<file path="config.mk">
export PLATFORM = sky130hd
export DESIGN_NAME = ps2_voice_allocator
export DESIGN_NICKNAME = d
export VERILOG_FILES = /design/src/rtl/ps2_voice_allocator.sv
export SDC_FILE = /design/constraint.sdc
export NUM_CORES = 1
export LEC_CHECK = 0
export BUFFER_PORTS_ARGS = -buffer_cell sky130_fd_sc_hd__buf_4
export CELL_PAD_IN_SITES_DETAIL_PLACEMENT = 0
export CELL_PAD_IN_SITES_GLOBAL_PLACEMENT = 2
export CORE_MARGIN = 3
export CORE_UTILIZATION = 35
export DETAILED_ROUTE_END_ITERATION = 7
export PLACE_DENSITY_LB_ADDON = 0.1
export SYNTH_ARGS = -nofsm -noshare
export SYNTH_HDL_FRONTEND = slang
export SYNTH_SLANG_ARGS = --single-unit
</file>
<file path="constraint.sdc">
create_clock -name sys_clk -period 17.5 [get_ports sys_clk]
set_input_delay 0.875 -clock sys_clk [delete_from_list [all_inputs] [get_ports sys_clk]]
set_output_delay 0.875 -clock sys_clk [all_outputs]
set_load 0.02 [all_outputs]
</file>
<file path="src/rtl/ps2_voice_allocator.sv">
// rtl/ps2_voice_allocator.sv - PS/2 scan-code decoder and polyphonic voice allocator
// Lowest free voice first, otherwise steal the oldest; break codes release the voice holding the key.
module ps2_voice_allocator #(
    parameter int NUM_VOICES = 4,
    parameter int AGE_W      = 4
) (
    input  logic                    sys_clk,
    input  logic                    reset,
    input  logic                    code_valid,
    input  logic [7:0]              code_data,
    input  logic                    all_off,
    output logic [NUM_VOICES-1:0]   voice_on,
    output logic [8*NUM_VOICES-1:0] voice_code,
    output logic [NUM_VOICES-1:0]   voice_trig,
    output logic                    steal_evt,
    output logic [3:0]              active_count
);

    localparam int IDX_W = (NUM_VOICES > 1) ? $clog2(NUM_VOICES) : 1;
    localparam logic [AGE_W-1:0] AGE_MAX = AGE_W'(NUM_VOICES - 1);

    typedef enum logic [1:0] {
        ST_IDLE,
        ST_BREAK,
        ST_EXT,
        ST_EXT_BREAK
    } state_t;

    state_t r_state;
    state_t w_state_nxt;
    logic   w_make_evt;
    logic   w_break_evt;

    logic [NUM_VOICES-1:0] r_voice_on;
    logic [7:0]            r_voice_code [NUM_VOICES];
    logic [AGE_W-1:0]      r_age        [NUM_VOICES];
    logic [NUM_VOICES-1:0] r_trig;
    logic                  r_steal;
    logic [3:0]            r_count;

    logic [NUM_VOICES-1:0] w_on_nxt;
    logic [7:0]            w_code_nxt [NUM_VOICES];
    logic [AGE_W-1:0]      w_age_nxt  [NUM_VOICES];
    logic [NUM_VOICES-1:0] w_trig_nxt;
    logic                  w_steal_nxt;
    logic [3:0]            w_count_nxt;

    logic             w_hit;
    logic [IDX_W-1:0] w_hit_idx;
    logic             w_free;
    logic [IDX_W-1:0] w_free_idx;
    logic [IDX_W-1:0] w_old_idx;
    logic [AGE_W-1:0] w_old_age;
    logic [IDX_W-1:0] w_sel_idx;
    logic             w_is_note;

    function automatic logic is_note(input logic [7:0] c);
        case (c)
            8'h1A, 8'h1B, 8'h22, 8'h23, 8'h21, 8'h2A, 8'h34,
            8'h32, 8'h33, 8'h31, 8'h3B, 8'h3A, 8'h41: is_note = 1'b1;
            default:                                  is_note = 1'b0;
        endcase
    endfunction

    // Keyboard status/ack bytes that must never be taken as key presses
    function automatic logic is_status(input logic [7:0] c);
        case (c)
            8'hFA, 8'hAA, 8'hEE, 8'hFE, 8'h00, 8'hFF: is_status = 1'b1;
            default:                                  is_status = 1'b0;
        endcase
    endfunction

    always_ff @(posedge sys_clk or negedge reset) begin
        if (!reset) begin
            r_state <= ST_IDLE;
        end else begin
            r_state <= w_state_nxt;
        end
    end

    always_comb begin
        w_state_nxt = r_state;
        w_make_evt  = 1'b0;
        w_break_evt = 1'b0;
        if (all_off) begin
            w_state_nxt = ST_IDLE;
        end else if (code_valid) begin
            case (r_state)
                ST_IDLE: begin
                    if (code_data == 8'hF0)      w_state_nxt = ST_BREAK;
                    else if (code_data == 8'hE0) w_state_nxt = ST_EXT;
                    else if (!is_status(code_data)) w_make_evt = 1'b1;
                end
                ST_BREAK: begin
                    if (code_data == 8'hF0) begin
                        w_state_nxt = ST_BREAK;
                    end else if (code_data == 8'hE0) begin
                        w_state_nxt = ST_EXT_BREAK;
                    end else begin
                        w_break_evt = 1'b1;
                        w_state_nxt = ST_IDLE;
                    end
                end
                ST_EXT: begin
                    if (code_data == 8'hF0) w_state_nxt = ST_EXT_BREAK;
                    else                    w_state_nxt = ST_IDLE;
                end
                default: w_state_nxt = ST_IDLE;
            endcase
        end
    end

    // Holder lookup, lowest free voice, and oldest voice (strict > keeps the lowest index on ties)
    always_comb begin
        w_hit      = 1'b0;
        w_hit_idx  = '0;
        w_free     = 1'b0;
        w_free_idx = '0;
        w_old_idx  = '0;
        w_old_age  = r_age[0];
        for (int i = 0; i < NUM_VOICES; i++) begin
            if (!w_hit && r_voice_on[i] && (r_voice_code[i] == code_data)) begin
                w_hit     = 1'b1;
                w_hit_idx = IDX_W'(i);
            end
            if (!w_free && !r_voice_on[i]) begin
                w_free     = 1'b1;
                w_free_idx = IDX_W'(i);
            end
            if (r_age[i] > w_old_age) begin
                w_old_age = r_age[i];
                w_old_idx = IDX_W'(i);
            end
        end
    end

    assign w_sel_idx = w_free ? w_free_idx : w_old_idx;
    assign w_is_note = is_note(code_data);

    always_comb begin
        w_on_nxt    = r_voice_on;
        w_code_nxt  = r_voice_code;
        w_age_nxt   = r_age;
        w_trig_nxt  = '0;
        w_steal_nxt = 1'b0;
        if (all_off) begin
            w_on_nxt = '0;
            for (int i = 0; i < NUM_VOICES; i++) begin
                w_age_nxt[i] = '0;
            end
        end else if (w_make_evt && w_is_note && !w_hit) begin
            w_steal_nxt = !w_free;
            for (int i = 0; i < NUM_VOICES; i++) begin
                if (IDX_W'(i) == w_sel_idx) begin
                    w_on_nxt[i]   = 1'b1;
                    w_code_nxt[i] = code_data;
                    w_age_nxt[i]  = '0;
                    w_trig_nxt[i] = 1'b1;
                end else if (r_voice_on[i] && (r_age[i] != AGE_MAX)) begin
                    w_age_nxt[i] = r_age[i] + 1'b1;
                end
            end
        end else if (w_break_evt && w_is_note && w_hit) begin
            // Pitch stays in voice_code so the release envelope can finish the note
            w_on_nxt[w_hit_idx]  = 1'b0;
            w_age_nxt[w_hit_idx] = '0;
        end
    end

    always_comb begin
        w_count_nxt = '0;
        for (int i = 0; i < NUM_VOICES; i++) begin
            w_count_nxt = w_count_nxt + 4'(w_on_nxt[i]);
        end
    end

    always_ff @(posedge sys_clk or negedge reset) begin
        if (!reset) begin
            r_voice_on <= '0;
            r_trig     <= '0;
            r_steal    <= 1'b0;
            r_count    <= '0;
            for (int i = 0; i < NUM_VOICES; i++) begin
                r_voice_code[i] <= '0;
                r_age[i]        <= '0;
            end
        end else begin
            r_voice_on   <= w_on_nxt;
            r_voice_code <= w_code_nxt;
            r_age        <= w_age_nxt;
            r_trig       <= w_trig_nxt;
            r_steal      <= w_steal_nxt;
            r_count      <= w_count_nxt;
        end
    end

    for (genvar g = 0; g < NUM_VOICES; g++) begin : g_code
        assign voice_code[8*g +: 8] = r_voice_code[g];
    end

    assign voice_on     = r_voice_on;
    assign voice_trig   = r_trig;
    assign steal_evt    = r_steal;
    assign active_count = r_count;

endmodule

</file>
=== Yosys cells after proc, flatten, opt, wreduce, memory -nomap -nowiden ===
Cells that the tools add are included.

* Output and inout port bits: 45
* Flip-flop bits (word level): 63

* Mux-type cells: 76
* Bitwise gates (word level): 6
* Eq/ne operators: 38
* Reductions and logical operators: 46
* $lt $le $gt $ge: 7
* Add/sub/neg operators: 7

{| class="wikitable"
|+ Operators by type and width
! cell !! number
|-
| == test 8 x 6 -> 1 bit, second input constant || 10
|-
| 2-to-1 mux 4 bit || 16
|-
| == test 8 bit, second input constant || 7
|-
| 2-to-1 mux 16 bit || 3
|-
| 2-to-1 mux 1 bit || 40
|-
| == test 8 bit || 4
|-
| inequality test 4 x 2 -> 1 bit, second input constant || 8
|-
| 2-to-1 mux 2 bit || 14
|-
| logical AND 1 bit || 20
|-
| adder 4 x 1 -> 4 bit, second input constant || 4
|-
| bitwise AND 16 bit || 1
|-
| == test 8 x 5 -> 1 bit, second input constant || 2
|-
| inverter 16 bit || 1
|-
| OR reduction 13 bit || 1
|-
| > comparator 4 bit || 3
|-
| AND reduction 3 bit || 4
|-
| zero test 1 bit || 10
|-
| AND reduction 2 bit || 5
|-
| demux 4 bit (select 2 bit) || 1
|-
| == test 8 x 7 -> 1 bit, second input constant || 1
|-
| zero test 8 bit || 1
|-
| case mux 2 bit (3 select lines) || 1
|-
| OR reduction 6 bit || 1
|-
| adder 3 x 1 -> 4 bit || 1
|-
| other kinds (19) || 21
|}

=== Longest topological paths before layout ===
Gate-level depths: netlist of the first run.

* Depth in word-level cells: 27
* Depth in mapped cells: 25
* Depth with buffers taken out: 23

=== Least setup slack after synthesis of the first run ===
No wires, ideal clock.

* Path type: flip-flop to flip-flop
* From: register r_age[13] (netlist name)
* To: register r_count[1] (netlist: active_count[1])
* Cell stages (with the launch flop): 26
* Library setup time: 0.126 ns
* Period minus slack after synthesis: 5.710 ns
* Setup slack: 11.790 ns
* Data arrival time: 5.584 ns
* Required time: 17.374 ns
* Path buffers: 2
* Cell sequence: dfrtp_1 > inv_1 > ha_1 > nor2b_1 > o41a_1 > and2_1 > clkbuf_1 > nor2_1 > a21oi_1 > ha_1 > and3b_1 > a2111oi_2 > or2_2 > buf_2 > nand2_1 > o21ai_0 > ha_1 > o21a_1 > o21a_1 > a21oi_1 > o221ai_1 > a21oi_4 > a2bb2oi_1 > fa_1 > ha_1 > ha_1

* Cells in the longest elaborated chain, start to end: 14

{| class="wikitable"
|+ RTL lines
! what !! line !! RTL
|-
| start: declaration || 36 || <nowiki>logic [AGE_W-1:0] r_age [NUM_VOICES];</nowiki>
|-
| start signal: assignment || 190 || <nowiki>r_age <= w_age_nxt;</nowiki>
|-
| > comparator 4 bit || 130 || <nowiki>if (r_age[i] > w_old_age) begin</nowiki>
|-
| 2-to-1 mux 4 bit || 130 ||
|-
| > comparator 4 bit || 130 ||
|-
| 2-to-1 mux 4 bit || 130 ||
|-
| > comparator 4 bit || 130 ||
|-
| 2-to-1 mux 2 bit * || 130 ||
|-
| 2-to-1 mux 2 bit * || 137 || <nowiki>assign w_sel_idx = w_free ? w_free_idx : w_old_idx;</nowiki>
|-
| zero test 2 bit * || 154 || <nowiki>if (IDX_W'(i) == w_sel_idx) begin</nowiki>
|-
| 2-to-1 mux 1 bit * || 154 ||
|-
| 2-to-1 mux 4 bit * || 151 || <nowiki>end else if (w_make_evt && w_is_note && !w_hit) begin</nowiki>
|-
| 2-to-1 mux 4 bit * || 146 || <nowiki>if (all_off) begin</nowiki>
|-
| via w_on_nxt[0] || 41 || <nowiki>logic [NUM_VOICES-1:0] w_on_nxt;</nowiki>
|-
| adder 1 x 1 -> 2 bit * || 173 || <nowiki>w_count_nxt = w_count_nxt + 4'(w_on_nxt[i]);</nowiki>
|-
| adder 2 x 1 -> 3 bit * || 173 ||
|-
| adder 3 x 1 -> 4 bit * || 173 ||
|-
| via w_count_nxt[1] || 46 || <nowiki>logic [3:0] w_count_nxt;</nowiki>
|-
| end signal: assignment || 193 || <nowiki>r_count <= w_count_nxt;</nowiki>
|-
| end: declaration || 39 || <nowiki>logic [3:0] r_count;</nowiki>
|}

Mark *: on every way through the listed nets, which the timed path passes. The rest lies on a longest branch.
A chain may end at the register's enable or synchronous reset.

=== Final worst setup path of the first run ===
Same ends and word-level chain as after synthesis.

==> parameters.txt, run 1 <==
Parameter                              Value

Detailed routing
  Iteration-0 DRC count of the detailed router ... around 120
  First-pass detailed-route iteration total ... 4
  Count of antenna-violating nets left after detailed routing ... 0
  Average wire per standard cell ... 17.07 um
  Post-detailed-routing wire length ... between 9000 and 10000 um
  DRC violation count after routing ... 0
  Overall via count from detail_route ... 3014
  Number of vias per cell ... about 5.2

Pwr
  Power per cell area ... 80.39 nW/um^2
  Total leakage power ... around 2.2 nW
  Part of the total power dissipated in combinational logic ... approximately an eighth
  Clock Power Share ... a little under half
  Switching power ... between 0.09 and 0.1 mW
  Sw frac ... a little over a quarter
  Worst IR drop on VDD ... approximately 0.000053 V
  Power Internal ... roughly 0.28 mW
  Register share of total power ... roughly two fifths

Clock network
  Cts bufs inserted ... 9
  Maximum root-to-sink buffer count ... 2
  Library cell used as clock root buffer ... clkbuf_16
  Count of hold-fix buffers inserted at cts ... 0
  Clock sink total ... 62
  Max H-tree Level ... 3
  CTS tree ... built
  Postcts setup bufs ... 0
  Worst-skew pair later-pin latency ... 0.33 ns
  Post_cts resized ... 0
  CTS clock-pin slew for the worst setup and hold paths ... 0.06 ns

Place
  Gp weighted congestion ... a little under 0.8
  Placed cell area ... around 4400 um^2
  Worst-case setup slack after placement ... roughly 11 ns
  Detailed placement HPWL ... 7277 um
  Port-buffer cells ... 55
  Cell count after placement ... 564

Floorplan
  Die Span Y ... roughly 110 um
  Initial core utilization ... 36.18%
  Count of pins on the block boundary ... between 50 and 60
  Core Footprint ... around 11000 um^2
  Chip Width ... roughly 110 um
  Std cell rows ... 38
  Die area ... 12670 um^2

GRT
  Met2 routing resource usage after global routing ... 25.36%
  Global-route wire length before repair ... between 15000 and 20000 um
  Busiest grt layer ... met2
  Number of global-route vias before repair ... a little under 3000
  Overall Global Routing Usage ... between 15 and 20%
  Sum of overflow across all layers after global routing ... 0
  Met3 Use GR ... 3.827%
  Antenna violations before repair ... 0
  Maximum number of pins on one net before global-route repair ... 63
  Global-route track usage on met1 ... between 20 and 25%

Synth
  Area fraction of the dominant cell type after synthesis ... around two fifths
  Syn_nets ... between 400 and 500
  Share of the yosys chip area belonging to registers ... between 30% and 40%
  Summed instance area of the synthesized netlist ... 3974 um^2
  Count of cell types in the netlist ... 63
  Synthesized area per cell ... about 10 um^2
  Cells after synthesis ... roughly 390
  Cell types with the largest area share after synthesis ... dfrtp_1 39%, mux2_4 7.9%, xnor2_1 7.1%, ha_1 5.7%, a21oi_1 2.4%
  Main synth FF type ... dfrtp_1
  Yosys Warn Count ... 0
  Synth async-reset ratio ... between 90% and 100%
  Biggest area consumer among synthesized cells ... dfrtp_1
  Register bit count reported by yosys ... between 60 and 70
  Count of flip-flops with a built-in enable after synthesis ... 0

STA
  Highest attainable clock frequency ... roughly 0.16 GHz
  Unrepaired setup endpoints after global routing ... false
  Layout Skew ... ~0.0095 ns
  Number of hold-slack violations in the final timing report ... 0
  Final Worst Setup Slack ... ~11 ns
  Number of setup violations in the final report ... 0
  Post-layout min period ... 6.104 ns
  Slew margin rel. ... 44.85%
  Slew of the pin with the lowest slew margin ... 0.8272 ns
  Final number of max-transition violations ... 0
  Setup total negative slack ... 0 ns
  Final critical-path share of the clock period ... between 30% and 40%

Status
  Status ... finished, final reports clean

Finish
  Signed area change from the synthesized netlist to the final layout ... 18.86%
  Post-layout instance count excluding filler cells ... 580
  Commonest non-fill, non-tap cell in the layout ... dfrtp_1
  Net total in the final layout ... between 400 and 500
  Most used cells in the layout excluding fill and tap cells ... 62 x dfrtp_1, 56 x buf_4, 32 x xnor2_1, 23 x nand2_1, 21 x mux2_4
  Number of antenna repair diodes ... 0
  Share of post-route cells with drive strength above 1 ... about a quarter
  Final Cell Area ... 4723 um^2

Critical path
  Critical path peak fanout ... 10
  Type of the setup path with the least slack ... register to register
  Worst Path Required ... about 18 ns
  Kind of start point of the critical path ... register
  Type of element capturing the critical path ... register
  Internal reg-to-reg setup slack ... roughly 11 ns
  Worst path arrival time ... approximately 6.3 ns

Flow run
  Max-cap violation count ... 0

Min path
  Class of the tightest hold or removal check ... register to register
[sequential cells by signal, indices dropped and copies added (netlist names)]
signal and count:
voice_code 32, voice_on 4, active_count 3, r_age 16, r_state 2, steal_evt 1
voice_trig 4
[power groups by stage]
| stage | combinational, mW | sequential [mW] | clock (mW) |
|---|---|---|---|
| after floorplan | 0.0291 | 0.160 | 0 |
| after global placement | 0.0511 | 0.156 | 0 |
| after detailed placement | 0.0512 | 0.156 | 0 |
| after CTS | 0.0515 | 0.154 | 0.181 |
| after global routing | 0.0561 | 0.154 | 0.187 |
| final | 0.0505 | 0.154 | 0.176 |
[final timing paths]
check | startpoint | to | depth (start not counted)
max | r_age[13] | active_count[1] | 22
min in group asynchronous | reset | r_age[1] | 1
min | r_age[14] | r_age[14] | 1
max in group asynchronous | reset | voice_code[24] | 1
max reg2reg | r_age[13] | active_count[1] | 22
min reg2reg | r_age[14] | r_age[14] | 1
[cell type report]
class / instances / area, um^2
clock buffers: 10 / 229.0
clock inverters: 6 / 62.56
fillers: 1083 / 6260
inverters: 16 / 60.06
multi-input cells: 290 / 2225
flip-flops and latches: 62 / 1551
well taps: 140 / 175.2
repair buffers: 56 / 420.4
[stage by stage]
step | util [%] | hold slack (ns) | power (mW)
6_report | 43.01 | 0.5154 | 0.3797
5_1_grt | 43.01 | 0.5599 | 0.3978
4_1_cts | 43.01 | 0.5242 | 0.3865
3_5_place_dp | 40.35 | 0.5106 | 0.2073
3_3_place_gp | 40.35 | 0.5035 | 0.2072
2_1_floorplan | - | 0.4717 | 0.1894
[cells in the mapped netlist, types with 2 or more instances]
| cell type | n |
|---|---|
| a22oi_1 | 2 |
| a21boi_0 | 2 |
| nand2b_1 | 10 |
| nand3_1 | 14 |
| nand2_1 | 23 |
| buf_4 | 8 |
| nor4_1 | 2 |
| o211ai_1 | 2 |
| nand4_1 | 14 |
| a21oi_1 | 19 |
| nor2b_1 | 8 |
| nor2_1 | 18 |
| clkbuf_1 | 4 |
| ha_1 | 18 |
| a31oi_1 | 4 |
| buf_6 | 3 |
| or3_1 | 2 |
| a21o_1 | 10 |
| xnor2_1 | 32 |
| and2_1 | 5 |
| o21a_1 | 4 |
| mux2_1 | 4 |
| and3_1 | 3 |
| nand3b_1 | 2 |
| o2111ai_1 | 2 |
| mux2_2 | 4 |
| or2_2 | 2 |
| o21ai_0 | 19 |
| dfrtp_1 | 62 |
| and4b_1 | 2 |
| nor3_1 | 13 |
| nand2_8 | 3 |
| mux2_4 | 21 |
| inv_1 | 16 |
[worst max-delay path: stages, from the launching register on]
cell and delay (ns):
dfrtp_1 0.40, inv_1 0.08, ha_1 0.28, nor2b_1 0.13, o41a_1 0.31, and2_1 0.26
a21oi_1 0.25, ha_1 0.30, and3b_1 0.20, a2111oi_2 0.43, or2_2 0.28, nand2_1 0.06
o21ai_0 0.08, ha_1 0.27, o21a_1 0.17, o21a_1 0.17, a21oi_1 0.38, o221ai_1 0.34
a21oi_4 0.41, a2bb2oi_1 0.29, fa_1 0.44, ha_1 0.19, ha_1 0.26
[kinds of logic after synthesis]
group                    share of synthesized area, %
AO/OA/AOI/OAI                                   14.39
XOR/XNOR                                        7.053
adder cells (fa/ha/maj)                         6.171
buffers and inverters                           4.975
flip-flops                                      39.04
multiplexers                                    10.45
other                                         0.09437
AND/OR/NAND/NOR                                 17.82
[layer usage]
layer,part of all wire (%),vias up
met5,0,-
met1,49,1455
met3,3.9,11
met2,46,56
met4,1.2,0
li1,-,1492
Note: power is estimated with default switching activity, not from simulation.
==> inputs of run 2 (changes only) <==
==> constraint.sdc (replaced) <==
create_clock -name sys_clk -period 5.7 [get_ports sys_clk]
set_input_delay 0.285 -clock sys_clk [delete_from_list [all_inputs] [get_ports sys_clk]]
set_output_delay 0.285 -clock sys_clk [all_outputs]
set_load 0.02 [all_outputs]
==> run 2 against run 1 <==
Clock-buffer cell count rose by 3; cell count rose by 1.9%; register-to-register slack worse by 11 ns; critical endpoint unchanged; wire length is 3.1% higher; clock skew fell by 0.0035 ns; sequential cell count unchanged; worst setup slack got worse by 11 ns; critical path depth stayed put; die area unchanged.
==> parameters.txt, run 2 (synthesis gave the netlist of run 1 again) <==
Parameter                              Value

Status
  Status ... finished, final reports clean

Critical path
  Critical path destination ... active_count[1]
  End of the worst register-to-register path ... active_count[1]
  Type of the setup path with the least slack ... register to register
  R2r startpoint ... r_age[13]
  Kind of start point of the critical path ... register
  Cell count of the worst reg-to-reg path ... 22
  Crit-path slowest cell ... fa_1
  CP Launch Point ... r_age[13]
  Worst path arrival time ... about 5.6 ns
  Internal reg-to-reg setup slack ... ~0.32 ns
  CP cell instances ... inv_1, ha_1, nor2b_1, o41a_1, and2_2, a21oi_1, ha_1, and3b_1, a2111oi_4, or2_4, nand2_1, o21ai_0, ha_1, o21a_1, o21a_1, a21oi_4, a32o_2, nand2_8, a21boi_2, fa_1, ha_1, ha_1
  Worst Path Required ... slightly below 6 ns
  Critical path peak fanout ... 10
  Most Frequent Cell on Critical Path ... ha_1
  Type of element capturing the critical path ... register
  Worst path max stage delay ... 0.43 ns

STA
  WHS ... between 0.03 and 0.04 ns
  Number of setup violations in the final report ... 0
  Layout Skew ... 0.006058 ns
  Post-layout min period ... 5.385 ns
  Slew of the pin with the lowest slew margin ... 0.8187 ns
  Number of hold-slack violations in the final timing report ... 0
  Slew margin rel. ... between 40% and 50%
  Highest attainable clock frequency ... approximately 0.19 GHz
  Final critical-path share of the clock period ... a little over nine tenths
  Final number of max-transition violations ... 0

GRT
  Maximum number of pins on one net before global-route repair ... 63
  Antenna violations before repair ... 0
  Sum of overflow across all layers after global routing ... 0
  Overall Global Routing Usage ... 17.07%
  Number of global-route vias before repair ... about 3100
  Global-route wire length before repair ... roughly 17000 um

Finish
  Number of antenna repair diodes ... 0
  Number of flip-flops in the largest register ... 32
  Multi-input combinational cell area ... about 2300 um^2
  Commonest non-fill, non-tap cell in the layout ... buf_4
  Footprint of the flip-flops and latches ... 1551 um^2
  Signed area change from the synthesized netlist to the final layout ... 22.51%
  Most used cells in the layout excluding fill and tap cells ... 67 x buf_4, 62 x dfrtp_1, 32 x xnor2_1, 23 x nand2_1, 21 x mux2_4
  Share of post-route cells with drive strength above 1 ... 27.49%
  Layout fillers ... between 1000 and 1500
  Net total in the final layout ... about 480
  Post-layout instance count excluding filler cells ... a little under 600

Pwr
  Overall power after layout ... between 1 and 1.5 mW
  Total leakage power ... approximately 2.3 nW
  Worst IR drop on VDD ... 0.0001722 V
  Power per cell area ... approximately 250 nW/um^2

Detailed routing
  DRC violation count after routing ... 0
  First-pass detailed-route iteration total ... 4
  Iteration-0 DRC count of the detailed router ... 143
  Count of antenna-violating nets left after detailed routing ... 0
  Number of vias per cell ... approximately 5.2
  Average wire per standard cell ... between 15 and 20 um
  Post-detailed-routing wire length ... about 10000 um
  Overall via count from detail_route ... roughly 3100

Clock network
  Max H-tree Level ... 3
  CTS tree ... built
  Library cell used as clock root buffer ... clkbuf_16
  Clock sink total ... 62
  Cts bufs inserted ... 9
  Maximum root-to-sink buffer count ... 2
  Worst-skew pair later-pin latency ... approximately 0.33 ns
  CTS clock-pin slew for the worst setup and hold paths ... roughly 0.06 ns

Floorplan
  Std cell rows ... 38
  Die area ... 12670 um^2
  Die Span Y ... between 100 and 150 um
  Chip Width ... around 110 um
  Count of pins on the block boundary ... between 50 and 60
  Core Footprint ... roughly 11000 um^2
  Initial core utilization ... approximately 36%

Min path
  Class of the tightest hold or removal check ... input pin to async pin

Place
  Gp weighted congestion ... about 0.83
  Port-buffer cells ... 55
  Cell count after placement ... ~570
  Detailed placement HPWL ... roughly 7400 um

Flow run
  Max-cap violation count ... 0
run 2: cell types whose count changed in the layout (fill, tap and decap cells not counted), sizes merged:
cell	change
clkbuf	+3
buf	+11
clkinv	-4
clkinvlp	+1
run 2: stage by stage:
step / TNS [ns] / util (%) / setup WS (ns) / instance area (um^2)
CTS: 0 / 43.68 / 0.008819 / 4797
floorplan: 0 / - / 0.1089 / 3978
global placement: 0 / 40.86 / 0.1584 / 4488
global route: -0.01835 / 44.33 / -0.01835 / 4868
finish: 0 / 44.33 / 0.3152 / 4868
detailed placement: 0 / 40.86 / 0.007761 / 4488
run 2: how the worst min path moves through the flow:
stage	slack (ns)	to	startpoint	cells past startpoint
finish	0.04	r_age[0]	reset	1
global route	0.11	voice_trig[2]	reset	1
CTS	0.08	r_age[4]	reset	1
detailed placement	0.45	voice_trig[2]	reset	1
global placement	0.45	r_age[6]	reset	1
floorplan	-0.01	active_count[0]	reset	0
run 2: power by group:
part	internal, mW	total, mW	switching [mW]
sequential	0.455	0.470	0.0143
combinational	0.0714	0.167	0.0960
clock	0.361	0.557	0.195
total	0.888	1.19	0.306
run 2: worst max-delay path, delay by kind of cell, from the launching register on:
kind                     cells  cell delay (ns)
AO/OA/AOI/OAI                9             2.05
adder cells (fa/ha/maj)      6             1.76
AND/OR/NAND/NOR              6             0.96
flip-flops                   1             0.40
buffers and inverters        1             0.08
run 2: metal layers:
layer	vias up	routed length (um)	track usage, %	part of all wire, %
li1	1511	-	-	-
met1	1493	4781	22.69	47
met2	65	4819	26.90	47
met3	14	421	3.558	4.1
met4	0	182	7.292	1.8
met5	-	0	0	0
run 2: area by class of cell:
| type | instances | area share (%) |
|---|---|---|
| clock buffer | 13 | 5.346 |
| tap | 140 | 3.598 |
| inverter | 16 | 1.234 |
| clock inverter | 3 | 0.8738 |
| multi-input combinational | 290 | 46.75 |
| timing repair buffer | 67 | 10.33 |
| sequential | 62 | 31.87 |
run 2: repair_timing:
item                                   CTS  global route
pin swaps                                0             3
endpoints found under the hold margin    0             0
setup endpoints to repair                1             3
buffers inserted                         0             4
gates resized for setup                  1             9
hold buffers                             0             0
==> inputs of run 3 (changes only) <==
--- a/config.mk
+++ b/config.mk
@@ -7,7 +7,7 @@
 export LEC_CHECK = 0
 export BUFFER_PORTS_ARGS = -buffer_cell sky130_fd_sc_hd__buf_4
 export CELL_PAD_IN_SITES_DETAIL_PLACEMENT = 0
-export CELL_PAD_IN_SITES_GLOBAL_PLACEMENT = 2
+export CELL_PAD_IN_SITES_GLOBAL_PLACEMENT = 1
 export CORE_MARGIN = 3
 export CORE_UTILIZATION = 35
 export DETAILED_ROUTE_END_ITERATION = 7
==> constraint.sdc (replaced) <==
create_clock -name sys_clk -period 5.7 [get_ports sys_clk]
set_input_delay 0.285 -clock sys_clk [delete_from_list [all_inputs] [get_ports sys_clk]]
set_output_delay 0.285 -clock sys_clk [all_outputs]
set_load 0.005 [all_outputs]
==> run 3 against run 2 <==
Worst setup slack worse by 0.052 ns; die area unchanged; cell count is 0.51% lower; sequential cell count is the same; total power up 2.4%; via count fell by 0.23%; hold slack better by 0.026 ns; combinational power fell by 11%.
==> parameters.txt, run 3 (synthesis gave the netlist of run 1 again) <==
Parameter                              Value

Status
  Status ... finished, final reports clean

Clock network
  Cts bufs inserted ... 9
  Max H-tree Level ... 3
  Library cell used as clock root buffer ... clkbuf_16
  CTS tree ... built
  CTS clock-pin slew for the worst setup and hold paths ... roughly 0.06 ns
  Count of hold-fix buffers inserted at cts ... 0
  Maximum root-to-sink buffer count ... 2
  Worst-skew pair later-pin latency ... ~0.32 ns
  Clock sink total ... between 60 and 70

Finish
  Most used cells in the layout excluding fill and tap cells ... 65 x buf_4, 62 x dfrtp_1, 32 x xnor2_1, 23 x nand2_1, 21 x mux2_4
  Number of flip-flops in the largest register ... 32
  Number of antenna repair diodes ... 0
  Signed area change from the synthesized netlist to the final layout ... 22.83%
  Share of post-route cells with drive strength above 1 ... around 28%
  Net total in the final layout ... ~480
  Layout fillers ... around 1100
  Final Cell Area ... ~5000 um^2
  Share of the core filled with cells ... approximately 44%
  Post-layout instance count excluding filler cells ... between 500 and 600
  Commonest non-fill, non-tap cell in the layout ... buf_4

Detailed routing
  Iteration-0 DRC count of the detailed router ... ~170
  First-pass detailed-route iteration total ... 4
  Average wire per standard cell ... approximately 17 um
  Overall via count from detail_route ... between 3000 and 4000
  Post-detailed-routing wire length ... 10120 um
  Number of vias per cell ... around 5.2
  Count of antenna-violating nets left after detailed routing ... 0
  DRC violation count after routing ... 0

Floorplan
  Std cell rows ... 38
  Die area ... 12670 um^2
  Core Footprint ... roughly 11000 um^2
  Count of pins on the block boundary ... 57
  Chip Width ... 112.6 um
  Initial core utilization ... 36.18%
  Die Span Y ... ~110 um

Pwr
  Sw frac ... between 20% and 30%
  Power Internal ... around 0.93 mW
  Part of the total power dissipated in combinational logic ... about 12%
  Power per cell area ... between 200 and 300 nW/um^2
  Worst IR drop on VDD ... between 0.00015 and 0.0002 V
  Register share of total power ... around two fifths
  Total leakage power ... around 2.3 nW
  Overall power after layout ... 1.222 mW
  Clock Power Share ... just under 50%
  Switching power ... 0.2944 mW

Flow run
  Max-cap violation count ... 0

STA
  Number of setup violations in the final report ... 0
  Slew margin rel. ... ~44%
  Highest attainable clock frequency ... approximately 0.18 GHz
  Setup total negative slack ... 0 ns
  Final Worst Setup Slack ... around 0.26 ns
  Post-layout min period ... 5.437 ns
  Slew of the pin with the lowest slew margin ... roughly 0.84 ns
  Layout Skew ... approximately 0.0073 ns
  Number of hold-slack violations in the final timing report ... 0
  Final number of max-transition violations ... 0
  Unrepaired setup endpoints after global routing ... false
  WHS ... 0.06468 ns
  Final critical-path share of the clock period ... a little over nine tenths

GRT
  Sum of overflow across all layers after global routing ... 0
  Antenna violations before repair ... 0
  Maximum number of pins on one net before global-route repair ... between 60 and 70
  Global-route wire length before repair ... around 16000 um
  Overall Global Routing Usage ... around 16%
  Number of global-route vias before repair ... ~3100

Place
  Cell count after placement ... 570
  Detailed placement HPWL ... 7340 um
  Placed cell area ... ~4500 um^2
  Worst-case setup slack after placement ... -0.01566 ns
  Port-buffer cells ... 55
  Gp weighted congestion ... around 0.84

Critical path
  CP cell instances ... inv_1, ha_1, nor2b_1, o41a_1, and2_2, nor2_1, a21oi_2, ha_1, and3b_1, a2111oi_4, or2_4, nand2_1, o21ai_0, ha_1, o21a_1, o21a_1, a21oi_4, a32o_2, nand2_8, a21boi_4, fa_1, ha_1, ha_1
  Worst Path Required ... roughly 6 ns
  Critical path peak fanout ... 10
  Type of the setup path with the least slack ... register to register
  Type of element capturing the critical path ... register
  Crit-path slowest cell ... fa_1
  Worst path arrival time ... approximately 5.6 ns
  Worst path max stage delay ... approximately 0.43 ns
  Most Frequent Cell on Critical Path ... ha_1
  Kind of start point of the critical path ... register

Min path
  Class of the tightest hold or removal check ... input pin to async pin
==> run 3: worst paths after layout <==
path	startpoint	to	slack, ns	cells after the start
max in group asynchronous	reset	voice_code[13]	5.08	1
min reg2reg	r_age[14]	r_age[14]	0.53	1
max reg2reg	r_age[13]	active_count[1]	0.26	23
max	r_age[13]	active_count[1]	0.26	23
min in group sys_clk	all_off	r_state[1]	0.22	2
min	reset	voice_trig[2]	0.06	1
==> run 3: power groups by stage <==
| stage | clock [mW] | sequential [mW] | combinational, mW |
|---|---|---|---|
| after detailed placement | 0 | 0.479 | 0.144 |
| after global routing | 0.637 | 0.474 | 0.165 |
| after CTS | 0.616 | 0.472 | 0.144 |
| after global placement | 0 | 0.479 | 0.142 |
| after floorplan | 0 | 0.477 | 0.0899 |
| final | 0.601 | 0.472 | 0.149 |
==> run 3: timing repair <==
| item | in CTS | in global routing |
|---|---|---|
| resized for setup | 1 | 11 |
| hold endpoints to repair | 0 | 0 |
| setup endpoints to repair | 1 | 3 |
| pin swaps | 0 | 2 |
| setup buffers | 0 | 3 |
==> run 3: metal layers <==
| metal | up-vias | track usage [%] | share of wire (%) |
|---|---|---|---|
| met2 | 49 | 26.62 | 48 |
| li1 | 1500 | - | - |
| met3 | 6 | 3.396 | 3.2 |
| met1 | 1521 | 22.21 | 48 |
| met4 | 0 | 3.846 | 0.68 |
| met5 | - | 0 | 0 |
==> run 3: critical path, delay by kind of cell (launching register included) <==
family	cells	cell delay, ns
fa+ha+maj	6	1.79
simple gates	7	1.16
buf+inv	1	0.08
flops	1	0.40
compound gates	9	1.89
==> run 3: layout make-up <==
class | count | area [um^2] | area share [%]
multi-input combinational | 290 | 2283 | 46.78
sequential | 62 | 1551 | 31.79
timing repair buffer | 65 | 488.0 | 9.997
clock buffer | 11 | 252.7 | 5.178
tap | 140 | 175.2 | 3.589
clock inverter | 4 | 70.07 | 1.436
inverter | 16 | 60.06 | 1.230
